--- src/rtl/ratio_detector_pkg.sv ---
// Shared types and constants for the ratio detector.
package ratio_detector_pkg;

  typedef enum logic {
    IDLE    = 1'b0,
    MEASURE = 1'b1
  } state_e;

  localparam int SYNC_STAGES = 2;

endpackage

--- src/rtl/ratio_detector_edge_sync.sv ---
// Brings slow_clock into the quick_clock domain and derives single-cycle
// rise/fall strobes from the synchronized level.
module edge_sync
  import ratio_detector_pkg::*;
(
  input  logic quick_clock,
  input  logic reset_n,
  input  logic din,
  output logic level,
  output logic rise,
  output logic fall
);

  logic [SYNC_STAGES-1:0] sync_q;
  logic                   delay_q;

  always_ff @(posedge quick_clock) begin
    if (!reset_n) begin
      sync_q  <= '0;
      delay_q <= 1'b0;
    end else begin
      sync_q  <= {sync_q[SYNC_STAGES-2:0], din};
      delay_q <= sync_q[SYNC_STAGES-1];
    end
  end

  assign level = sync_q[SYNC_STAGES-1];
  assign rise  = level & ~delay_q;
  assign fall  = ~level & delay_q;

endmodule

--- src/rtl/ratio_detector.sv ---
// Measures period and high time of slow_clock in quick_clock cycles, tracks
// lock on repeated equal periods and flags loss of slow_clock.
module ratio_detector
  import ratio_detector_pkg::*;
#(
  parameter int          WIDTH      = 32,
  parameter int unsigned TIMEOUT    = 1048576,
  parameter int          LOCK_COUNT = 4
) (
  input  logic             quick_clock,
  input  logic             reset_n,
  input  logic             slow_clock,
  output logic [WIDTH-1:0] ratio,
  output logic [WIDTH-1:0] high_time,
  output logic             ratio_valid,
  output logic             locked,
  output logic             timeout
);

  localparam int                 MATCH_W  = $clog2(LOCK_COUNT + 1);
  localparam logic [WIDTH-1:0]   TERM_CNT = WIDTH'(TIMEOUT - 1);
  localparam logic [MATCH_W-1:0] LOCK_TGT = MATCH_W'(LOCK_COUNT);

  logic slow_level_unused;
  logic rise;
  logic fall;

  edge_sync u_edge_sync (
    .quick_clock (quick_clock),
    .reset_n     (reset_n),
    .din         (slow_clock),
    .level       (slow_level_unused),
    .rise        (rise),
    .fall        (fall)
  );

  state_e             state_q;
  logic [WIDTH-1:0]   cnt_q;
  logic [WIDTH-1:0]   hi_cap_q;
  logic [WIDTH-1:0]   ratio_q;
  logic [WIDTH-1:0]   high_time_q;
  logic               valid_q;
  logic               locked_q;
  logic               timeout_q;
  logic               have_prev_q;
  logic [MATCH_W-1:0] match_q;

  logic [WIDTH-1:0]   cnt_d;
  logic [WIDTH-1:0]   period_d;
  logic [MATCH_W-1:0] match_d;

  always_comb begin
    period_d = cnt_q + WIDTH'(1);

    // cnt parks at the terminal count so a lost clock cannot wrap it
    if (rise) begin
      cnt_d = '0;
    end else if (cnt_q == TERM_CNT) begin
      cnt_d = cnt_q;
    end else begin
      cnt_d = period_d;
    end

    if (have_prev_q && (period_d == ratio_q)) begin
      match_d = (match_q >= LOCK_TGT) ? LOCK_TGT : match_q + MATCH_W'(1);
    end else begin
      match_d = MATCH_W'(1);
    end
  end

  always_ff @(posedge quick_clock) begin
    if (!reset_n) begin
      state_q     <= IDLE;
      cnt_q       <= '0;
      hi_cap_q    <= '0;
      ratio_q     <= '0;
      high_time_q <= '0;
      valid_q     <= 1'b0;
      locked_q    <= 1'b0;
      timeout_q   <= 1'b0;
      have_prev_q <= 1'b0;
      match_q     <= '0;
    end else begin
      cnt_q   <= cnt_d;
      valid_q <= 1'b0;
      case (state_q)
        IDLE: begin
          if (rise) begin
            state_q     <= MEASURE;
            have_prev_q <= 1'b0;
          end
        end
        MEASURE: begin
          if (fall) begin
            hi_cap_q <= period_d;
          end
          // A rise on the terminal-count cycle still completes the measurement
          if (rise) begin
            ratio_q     <= period_d;
            high_time_q <= hi_cap_q;
            valid_q     <= 1'b1;
            timeout_q   <= 1'b0;
            have_prev_q <= 1'b1;
            match_q     <= match_d;
            locked_q    <= (match_d >= LOCK_TGT);
          end else if (cnt_q == TERM_CNT) begin
            timeout_q   <= 1'b1;
            locked_q    <= 1'b0;
            match_q     <= '0;
            have_prev_q <= 1'b0;
            state_q     <= IDLE;
          end
        end
        default: state_q <= IDLE;
      endcase
    end
  end

  assign ratio       = ratio_q;
  assign high_time   = high_time_q;
  assign ratio_valid = valid_q;
  assign locked      = locked_q;
  assign timeout     = timeout_q;

endmodule

--- config.mk ---
export PLATFORM = sky130hd
export DESIGN_NAME = ratio_detector
export DESIGN_NICKNAME = d
export VERILOG_FILES = /design/src/rtl/ratio_detector_pkg.sv /design/src/rtl/ratio_detector_edge_sync.sv /design/src/rtl/ratio_detector.sv
export SDC_FILE = /design/constraint.sdc
export NUM_CORES = 1
export LEC_CHECK = 0
export BUFFER_PORTS_ARGS = -buffer_cell sky130_fd_sc_hd__buf_2
export CAP_MARGIN = 20
export CORE_MARGIN = 2
export CORE_UTILIZATION = 60
export CTS_CLUSTER_SIZE = 14
export DETAILED_ROUTE_END_ITERATION = 8
export GPL_ROUTABILITY_DRIVEN = 0
export HOLD_SLACK_MARGIN = 0.05
export PLACE_DENSITY = 0.81
export SYNTH_ARGS = -nofsm -noshare
export SYNTH_HDL_FRONTEND = slang
export SYNTH_SLANG_ARGS = --single-unit
--- constraint.sdc ---
create_clock -name quick_clock -period 4.6 [get_ports quick_clock]
set_input_delay 0.69 -clock quick_clock [delete_from_list [all_inputs] [get_ports quick_clock]]
set_output_delay 0.69 -clock quick_clock [all_outputs]
set_load 0.01 [all_outputs]
# Word level (Yosys, flattened, before mapping)
# Cells that the tools add are included.
[op_classes] addsub=2 magnitude_cmp=2 eq_ne=4 mux=15 bitwise_logic=6 n_reduce_logical=8
[op_table] cell="$add 32x1->32 const B" count=1
[op_table] cell="$eq 32x20->1 const B" count=1
[op_table] cell="$eq 32x32->1" count=1
[op_table] cell="$mux 3" count=4
[op_table] cell="$reduce_and 2->1" count=5
[op_table] cell="$mux 1" count=9
[op_table] cell="$ge 3x3->1 const B" count=2
[op_table] cell="$not 1->1" count=4
[op_table] cell="$pmux 1 s2" count=2
[op_table] cell="$add 3x1->3 const B" count=1
[op_table] cell="$ne 3x2->1 const B" count=1
[op_table] cell="$and 1x1->1" count=2
[op_table] cell="$ne 2x2->1 const B" count=1
[op_table] cell="$reduce_bool 2->1" count=1
[op_table] cell="$reduce_or 2->1" count=1
[op_table] cell="$logic_and 1x1->1" count=1
[totals] reg_bits=139 inputBits=3 output_inout_bits=67 wordCells=49

# Depth between registers and ports, before layout
[logic_depth] ltp_word=6 ltp_mapped=11 mapped_depth_nobuf=9

# By module
# Synthesis repeated with hierarchy kept, for this count alone.
[hier_totals] cells_unflattened=709 area_unflattened_um2=6347.3
[modules_own_cells] mod="ratio_detector" n_inst=1 cells_each=701 area_each_um2=6256.0 seq_area_each_um2=2702.6
[modules_own_cells] mod="edge_sync" n_inst=1 cells_each=8 area_each_um2=91.3 seq_area_each_um2=60.1

# Worst setup path before layout
# OpenSTA, ideal clock, no wires.
[synth_timing] path_type="reg2reg" start="reg cnt_q[1]" end="reg match_q[0]" setup_ps=132 arrival_time_ps=3061 t_required_ps=4468 slack_ps=1407 path_stages_with_launch=11 path_buffers=1 period_less_slack_ps=3193 path_cell_list="dfxtp_1 ha_1 nand3_2 or4_1 buf_2 or4_4 a221o_1 nor4_1 nand4_1 o41ai_1 a21oi_1"
[synth_between] elab_chain_len=5 elab_cells_between_ends=8 classes_between="add/sub: 1; eq/ne: 2; mux: 2; reduce/logical: 3"
[synth_lines] item="start: declaration" line_no="ratio_detector.sv:38" rtl="logic [WIDTH-1:0] cnt_q;"
[synth_lines] item="start signal: assignment" line_no="ratio_detector.sv:84" rtl="cnt_q <= cnt_d;"
[synth_lines] item="$add 32x1->32" line_no="ratio_detector.sv:53" rtl="period_d = cnt_q + WIDTH'(1);"
[synth_lines] item="$eq 32x32->1" line_no="ratio_detector.sv:64" rtl="if (have_prev_q && (period_d == ratio_q)) begin"
[synth_lines] item="$logic_and 1x1->1" line_no="ratio_detector.sv:64"
[synth_lines] item="$mux 3" line_no="ratio_detector.sv:64"
[synth_lines] item="$mux 3" line_no="ratio_detector.sv:98" rtl="if (rise) begin"
[synth_lines] item="end signal: assignment" line_no="ratio_detector.sv:104" rtl="match_q <= match_d;"
[synth_lines] item="end: declaration" line_no="ratio_detector.sv:46" rtl="logic [MATCH_W-1:0] match_q;"
# Parallel ways exist; a longest one is shown, timed or not.
# A chain may end at the register's enable or synchronous reset.

# Worst setup path in the final report
[layout_timing] start="reg cnt_q[0]" end="reg match_q[0]"
# The elaborated chain is that of the path after synthesis.

==> impl_results.md <==
- Post-synth EDFFs: 0
- Clock sink count: 138
- Maximum VDD drop: 0.198 mV
- Post-Place Worst Slack: 822 ps
- Hold_buf cts: 0
- CTS Buffer Depth: 2
- Crit path max fanout: 10
- Asr flop ratio synth: 0%
- Gr ovfl total: 0
- Register area share after synthesis: 43.0%
- Die Wd: 108 um
- Clock Latency Late Sink: 540 ps
- Synth Register Bits: 138
- # setup viols final: 0
- Avg Vias per Cell: 6.20
- Synth area leader: dfxtp_1
- CTS tree: yes
- Total clock buffers created by CTS: 17
- Min Tclk post-route: 3800 ps
- Die area: 11,600 um2
- CP Launch Type: flip-flop
- IO Count: 70
- Share of cells above drive strength 1: 14.7%
- Number of H-tree levels: 4
- Hold path start: slow_clock
- Vias post-DR: 5,917
- Fin Setup TNS: 0 ps
- Synth cell count leaders: 138 x dfxtp_1, 100 x nor2_1, 93 x nand2_1
- Final HPWL DP: 11,500 um
- Setup crit start: cnt_q[0]
- Count leader, synth: dfxtp_1
- Yosys warns: 0
- Initial Utilization: 62.0%
- Worst R2R Start: cnt_q[0]
- Largest net degree at the start of global routing: 71
- Router iterations before antenna repair: 5
- Core Rows: 37
- RSZ-0062 raised after global routing: no
- Layout Skew: 17.1 ps
- Post-layout util: 71.2%
- Share of the synthesized area in the top cell type: 43.0%
- Core area: 10,400 um2
- Largest cells by area after synthesis: dfxtp_1 43%, a211oi_1 7.4%, nor2_1 5.8%
- Tcrit/Tclk final: 82.5%
- Post-DP Area: 6760 um2
- Gate Count Post-Synth: 772
- Synth Cell Area: 6430 um2
- DRT Wirelength: 16,200 um
- Final hold vios: 0
- Run status: complete, no violations
- # DRC: 0
- Fin cells: 955
- Hold crit path type: input port to flip-flop
- Nets: 812
- Slew @ Worst Pin: 843 ps
- First-pass GRT wire length: 26,900 um
- Final instance area: 7380 um2
- WP data arrival: 4190 ps
- Placed cells: 923
- Avg Inst Size Synth: 8.33 um2
- Pleak: 2.66 nW
- Maximum clock frequency: 263 MHz
- Power density over the cells: 368 nW/um2
- Clk root buf: clkbuf_8
- Synth unique cells: 68
- Slew Viols, Final: 0
- GR Util All Layers: 29.3%
- Worst Path Required: 4990 ps
- Post-CTS Setup Bufs: 0
- Initial antenna violation count: 0
- Critical path class: flip-flop to flip-flop
- Worst Setup End Kind: flip-flop
- Clock Pin Slew Worst Setup and Hold Paths: 60 ps
- Diodes inserted: 0
- # resized after CTS: 0
- Final WS setup: 803 ps
- Die H: 108 um
- Minimum hold slack: 372 ps
- Area Overhead vs Synth: 14.9%
- Relative slew slack: 43.7%
- Synth Net Count: 778
- Initial DRC count: 627
- Dominant synthesized flop cell: dfxtp_1
- Wirelength per Cell: 16.9 um
- Max-Cap Viols: 0
- Vias in the first global route: 5,473
- IO buf count: 69
- Tot Pwr: 2.72 mW
- Routed Antenna Nets: 0
## cells by family after synthesis
logic type      synth area share, %
flops                          43.0
compound gates                 18.8
buf+inv                        5.08
xor+xnor                       7.78
fa+ha+maj                     0.584
mux                           0.701
simple gates                   24.1
## critical path, cell delays in order (launching register included)
cell and delay (ps):
dfxtp_1 510, ha_1 290, nand3_2 210, or4_1 720, or4_1 660, xnor2_1 170
a2111oi_0 520, nand4bb_1 160, o41ai_1 320, a21oi_1 100
## cell type report
class | instances | area (um2)
sequential | 138 | 2760
inverter | 19 | 71.3
fill | 814 | 2990
clock inverter | 10 | 165
tap | 136 | 170
multi-input combinational | 554 | 3350
clock buffer | 22 | 463
timing repair buffer | 76 | 398
## routing by layer
metal | GRT usage [%] | vias to the layer above | part of all wire, %
li1 | - | 2828 | -
met1 | 39.0 | 2704 | 44
met2 | 45.0 | 315 | 45
met3 | 6.17 | 70 | 7.9
met4 | 14.6 | 0 | 3.9
met5 | 0 | - | 0
## power by group
group,leakage (nW),internal [mW],switching (mW)
Clock,0.297,0.925,0.505
Sequential,1.11,1.21,0.0116
Combinational,1.25,0.0226,0.0474
Total,2.66,2.15,0.564
## sequential cells by signal, summed over array words and instances, names as in the netlist
name / count
cnt_q: 32
have_prev_q: 1
hi_cap_q: 32
high_time: 32
locked: 1
match_q: 2
ratio: 32
ratio_valid: 1
state_q: 1
timeout: 1
u_edge_sync.delay_q: 1
u_edge_sync.sync_q: 2
## worst paths after layout
check	endpoint	slack, ps	depth (start not counted)
max	match_q[0]	800	9
min reg2reg	u_edge_sync.sync_q[1]	430	1
min	u_edge_sync.sync_q[0]	370	2
max reg2reg	match_q[0]	800	9
## cell usage in the layout (no fill, tap or decap), types with 5 or more instances in the layout
cell	instances
dfxtp_1	138
nor2_1	98
nand2_1	93
buf_2	69
a21oi_1	65
a211oi_1	63
xnor2_1	35
nand3_1	19
inv_1	18
nor4_1	18
nand4_1	17
xor2_1	17
clkbuf_16	16
nor3_1	13
and3_1	12
a2111oi_0	8
o21ai_0	7
buf_4	7
o211ai_1	6
and2_1	5
or3_1	5
Note: power is estimated with default switching activity, not from simulation.
